## config.mk

```make
export PLATFORM = sky130hd
export DESIGN_NAME = fifo_packer
export DESIGN_NICKNAME = d
export VERILOG_FILES = /design/src/rtl/fifo_pkg.sv /design/src/rtl/fifo_packer.sv
export SDC_FILE = /design/constraint.sdc
export NUM_CORES = 1
export LEC_CHECK = 0
export CAP_MARGIN = 20
export CORE_MARGIN = 8
export CORE_UTILIZATION = 42
export DETAILED_ROUTE_END_ITERATION = 6
export PLACE_DENSITY = 0.74
export SKIP_CTS_REPAIR_TIMING = 1
export SYNTH_ARGS = -nofsm -noshare
export SYNTH_HDL_FRONTEND = slang
export SYNTH_SLANG_ARGS = --single-unit
```

## constraint.sdc

```tcl
create_clock -name clk -period 1.3 [get_ports clk]
set_input_delay 0.26 -clock clk [delete_from_list [all_inputs] [get_ports clk]]
set_output_delay 0.26 -clock clk [all_outputs]
set_load 0.005 [all_outputs]
```

## src/rtl/fifo_pkg.sv

```systemverilog
// fifo_pkg: shared FIFO-path types for the packer and its neighbours.
package fifo_pkg;
  typedef enum logic {FILL, EMIT} pack_state_e;
endpackage

```

## src/rtl/fifo_packer.sv

```systemverilog
// fifo_packer: pops FIFO entries into LSB-first lanes and presents full or flushed words.
module fifo_packer
  import fifo_pkg::*;
#(
  parameter int DATA_WIDTH = 4,
  parameter int PACK_COUNT = 4
) (
  input  logic                             clk,
  input  logic                             rst,
  input  logic                             fifo_empty,
  input  logic [DATA_WIDTH-1:0]            fifo_data,
  output logic                             fifo_read,
  input  logic                             flush,
  output logic                             out_valid,
  input  logic                             out_ready,
  output logic [DATA_WIDTH*PACK_COUNT-1:0] out_data,
  output logic [$clog2(PACK_COUNT+1)-1:0]  out_count,
  output logic                             busy
);
  localparam int CW = $clog2(PACK_COUNT + 1);
  pack_state_e                      state_q, state_d;
  logic [CW-1:0]                    count_q, count_d;
  logic [DATA_WIDTH*PACK_COUNT-1:0] lanes_q, lanes_d;
  logic                             flush_pending_q, flush_pending_d;
  assign fifo_read = !rst && state_q == FILL && !fifo_empty;
  assign out_valid = !rst && state_q == EMIT;
  assign out_data  = rst ? '0 : lanes_q;
  assign out_count = out_valid ? count_q : '0;
  assign busy      = !rst && (count_q != '0 || out_valid);
  always_comb begin
    state_d         = state_q;
    count_d         = count_q;
    lanes_d         = lanes_q;
    flush_pending_d = flush_pending_q | flush;
    for (int i = 0; i < PACK_COUNT; i++)
      lanes_d[i*DATA_WIDTH +: DATA_WIDTH] = (fifo_read && count_q == CW'(i)) ? fifo_data : lanes_q[i*DATA_WIDTH +: DATA_WIDTH];
    if (fifo_read) begin
      count_d = count_q + CW'(1);
      state_d = (count_q == CW'(PACK_COUNT - 1)) ? EMIT : FILL;
    end else if (state_q == FILL && flush_pending_q) begin
      // a flush arriving on the flush-triggered transition is absorbed
      state_d         = (count_q != '0) ? EMIT : FILL;
      flush_pending_d = (count_q != '0) ? 1'b0 : flush;
    end
    if (state_q == EMIT && out_ready) begin
      state_d = FILL;
      count_d = '0;
      lanes_d = '0;
    end
    if (rst) begin
      state_d         = FILL;
      count_d         = '0;
      lanes_d         = '0;
      flush_pending_d = 1'b0;
    end
  end
  always_ff @(posedge clk) begin
    state_q         <= state_d;
    count_q         <= count_d;
    lanes_q         <= lanes_d;
    flush_pending_q <= flush_pending_d;
  end
endmodule

```

After elaboration in Yosys (flattened, before gate mapping)
Cells that the tools add are included.
- div/mod/pow operators: 0
- add/sub/neg operators: 1
- bitwise logic cells: 2
- shifts and indexed selects: 0
- $mul: 0
- eq/ne operators: 3
- magnitude comparators: 0
- reductions and logical operators: 17
- mux-type cells: 9
- operator list (cell ; number):
    $mux W16 ; 1
    $logic_and A1 B1 Y1 ; 10
    $mux W1 ; 7
    $eq A3 B2 Y1 const B ; 2
    $add A3 B1 Y3 const B ; 1
    $eq A3 B1 Y1 const B ; 1
    $logic_not A3 Y1 ; 1
    $mux W3 ; 1
    $reduce_bool A3 Y1 ; 1
    $logic_not A1 Y1 ; 2
    $reduce_bool A2 Y1 ; 1
    $reduce_or A2 Y1 ; 1
    $logic_or A1 B1 Y1 ; 1
    $not A1 Y1 ; 1
    $or A1 B1 Y1 ; 1
- word-level logic and storage cells: 39
- memories kept: 0
- ROM bits: 0
- bits in latches: 0
- flip-flop bits (word level): 21
- input bits: 9
- RAM bits: 0

Depth between registers and ports, before layout
- word-level depth: 4
- gate-level depth with buffers: 5
- mapped depth without buffers: 5

Worst setup path after synthesis
OpenSTA, ideal clock, no wires.
- path kind: reg-to-reg
- start: reg count_q[0]
- end: reg lanes_q[0]
- library setup time: 0.121 ns
- path buffers: 0
- slack: -0.052 ns
- stages on the path, launching flop included: 6
- arrival time: 1.231 ns
- cell sequence: dfxtp_1 -> inv_1 -> ha_1 -> or3b_1 -> o311ai_1 -> nand2_1
- longest elaborated chain between the ends: 2
- RTL lines (what ; RTL line ; text):
    start: declaration ; fifo_packer.sv:22 ; logic [CW-1:0] count_q, count_d;
    start signal: assignment ; fifo_packer.sv:59 ; count_q <= count_d;
    $logic_not A3 Y1 ; fifo_packer.sv:36 ; lanes_d[i*DATA_WIDTH +: DATA_WIDTH] = (fifo_read && count_q == CW'(i)) ? fifo_data : lanes_q[i*DATA_WIDTH +: D ...
    $logic_and A1 B1 Y1 ; fifo_packer.sv:36 ;
    end signal: assignment ; fifo_packer.sv:60 ; lanes_q <= lanes_d;
    end: declaration ; fifo_packer.sv:23 ; logic [DATA_WIDTH*PACK_COUNT-1:0] lanes_q, lanes_d;
No other way between the ends.
A chain may end at the register's enable or synchronous reset.

Worst setup path in the final report
- start: reg count_q[0]
- end: out busy
- longest elaborated chain between the ends: 3
- RTL lines (what ; RTL line ; text):
    $reduce_bool A3 Y1 ; fifo_packer.sv:29 ; assign busy = !rst && (count_q != '0 || out_valid);
    $logic_or A1 B1 Y1 ; fifo_packer.sv:29 ;
    $logic_and A1 B1 Y1 ; fifo_packer.sv:29 ;
    end: declaration ; fifo_packer.sv:18 ; output logic busy
No other way between the ends.

==> results.toml <==
[outcome]
outcome = "complete, but fails checks"
violations = "negative setup slack"

[cts]
cts_sinks = 21
path_clk_slew_ns = 0.13
cts_buffers = 3
insertion_delay_ns = 0.32
clock_path_buffers = 2
htreeDepth = 1
cts_tree = "built"
cts_root_buf = "clkbuf_4"

[floorplanning]
die_h_um = 67.8
initial_core_util_pct = 44.7
num_rows = 18
coreArea_mm2 = 0.00252
pin_count = 31
die_w_um = 67.8
dieArea_mm2 = 0.00460

[yosys]
yosysWarnings = 0
synth-edff-count = 0
synth-seq-area-share_pct = 37.3
ys.flop_type = "dfxtp_1"
yosys.area.top_type_share_pct = 37.3
synth.avg_cell_area_um2 = 8.42
syn_area_mm2 = 0.00113
yosys_register_bits = 21
synth.area.top_cells = "dfxtp_1 37%, nor2b_1 11%, nand2_1 7.0%"
synth-async-reset-ratio_pct = 0
ys_types = 30
synthesis.nets = 148
synth_largest_area_cell = "dfxtp_1"
syn_inst = 134
synth.top_cells.by_count = "21 x dfxtp_1, 21 x nand2_1, 20 x nor2b_1"

[placed_design]
numPortBuffers = 30
placed_cell_area_mm2 = 0.00160
dp_cells = 208
pre_cts_slack_ns = -0.657
place_congestion = 0.824
dpl.hpwl_um = 2310

[route]
routed-wl-met3_um = 144
drtAntennaViolNets = 0
wl_met1_um = 1340
drt_iter0_drc = 34
top_layer = "met4"
dr_total_vias = 1095
wl_um = 3140
dr.pass1.iters = 4
drc = 0
routedWlPerCell_um = 14.5
via_per_inst = 5.05
routed-wl-met2_um = 1600

[global_route]
grt_overflow_total = 0
grt_max_degree = 16
grt_pass1_wl_um = 4840
track_usage_pct = 13.5
antenna_found_initial = 0
grt_pass1_vias = 1047

[sta]
fmax_mhz = 647
setup_ws_ns = -0.245
whs_ns = 0.451
fin_setup_tns_ns = -1.54
period_share_pct = 119
setup_viol = 14
worst_pin_slew_ns = 0.327
finClkSkew_ns = 0.0100
slew_headroom_pct = 78.1
rsz0062_at_grt = "yes"
drv_slew = 0
finalHoldViolCount = 0
layout_min_cycle_time_ns = 1.54

[worst_setup_path]
path_class = "reg -> out"
required_ns = 1.04
arrival_ns = 1.28
r2r_cells = 6
endpoint = "busy"
r2r_end = "lanes_q[2]"
r2r_slack_ns = -0.24
regToRegStartpoint = "count_q[1]"
crit_path_end_kind = "output pin"
cp_max_fo = 2
worst_setup_path_start_kind = "flip-flop"
timing.critical_path.from = "count_q[0]"

[power_and_ir_drop]
p_clk_share_pct = 23.8
switching_power_mw = 0.409
p_int_mw = 1.01
ir_worst_vdd_mv = 0.530
sw_frac_of_total_pct = 28.9
pwr_density_cell_mw_per_mm2 = 792
power_frac_seq_pct = 49.1
p_comb_share_pct = 27.1
fin_total_pwr_mw = 1.42
p_leak_nw = 1.00

[finish]
synthToLayoutAreaGrowth_pct = 58.6
final_area_mm2 = 0.00179
fillers = 196
drive_above_1_share_pct = 35.3
utilization_pct = 71.0
diodes = 0
nNetsFinal = 202
stdcell_count = 217

[worst_hold_path]
hold_path.class = "reg -> reg"

[run]
max-cap-violations = 0
-- layer usage --
metal / global-route usage, % / up-vias
met2: 24.7 / 25
met3: 3.59 / 4
li1: - / 564
met4: 5.37 / 0
met1: 14.5 / 502
met5: 0 / -
-- worst max-delay path, stage by stage, from the launching register on --
cell	delay, ns
dfxtp_2	0.35
inv_2	0.05
ha_4	0.15
nor3b_4	0.15
nor2_1	0.13
buf_2	0.14
-- cell usage in the layout, fill, tap and decap left out, drive strengths merged, types with 4 or more instances in the layout --
cell type,netlist,final
and2,5,5
buf,5,31
clkbuf,2,5
clkdlybuf4s50,0,6
dfxtp,21,21
dlymetal6s2s,0,18
ha,5,5
inv,4,4
nand2,21,21
nand3,12,12
nor2b,20,20
o21ai,15,15
o311ai,4,4
-- worst min path at each step --
stage	slack, ns	cells after the start	start	endpoint
after floorplan	0.37	2	fifo_data[0]	lanes_q[12]
after global placement	0.44	2	lanes_q[6]	lanes_q[6]
after detailed placement	0.44	2	lanes_q[6]	lanes_q[6]
after CTS	0.46	2	lanes_q[6]	lanes_q[6]
after global routing	0.47	2	lanes_q[4]	lanes_q[4]
final	0.45	2	lanes_q[6]	lanes_q[6]
-- power by group through the flow --
| stage | Clock, mW | Combinational (mW) | Sequential (mW) |
|---|---|---|---|
| global placement | 0 | 0.332 | 0.706 |
| global route | 0.366 | 0.422 | 0.700 |
| detailed placement | 0 | 0.344 | 0.708 |
| floorplan | 0 | 0.173 | 0.707 |
| CTS | 0.336 | 0.346 | 0.693 |
| finish | 0.337 | 0.385 | 0.696 |
-- cell families after synthesis --
family                     Yosys count  share of synthesized area, %
AOI/OAI and AO/OA                   26                          14.9
adders and majority gates            5                          5.54
buffers and inverters               11                          5.43
DFF                                 21                          37.3
muxes                                1                         0.887
and+or+nand+nor                     70                          36.0
-- registers in the layout (all words and copies together), names as in the netlist --
signal / count
lanes_q: 16
count_q: 3
state_q: 1
flush_pending_q: 1
-- layout make-up --
cell class / count / area, µm² / area share, %
Multi-Input combinational cell: 102 / 724 / 40.5
Inverter: 4 / 15.0 / 0.839
Tap cell: 30 / 37.5 / 2.10
Clock buffer: 4 / 26.3 / 1.47
Sequential cell: 21 / 435 / 24.3
Timing Repair Buffer: 56 / 552 / 30.8
Note: power is estimated with default switching activity, not from simulation.
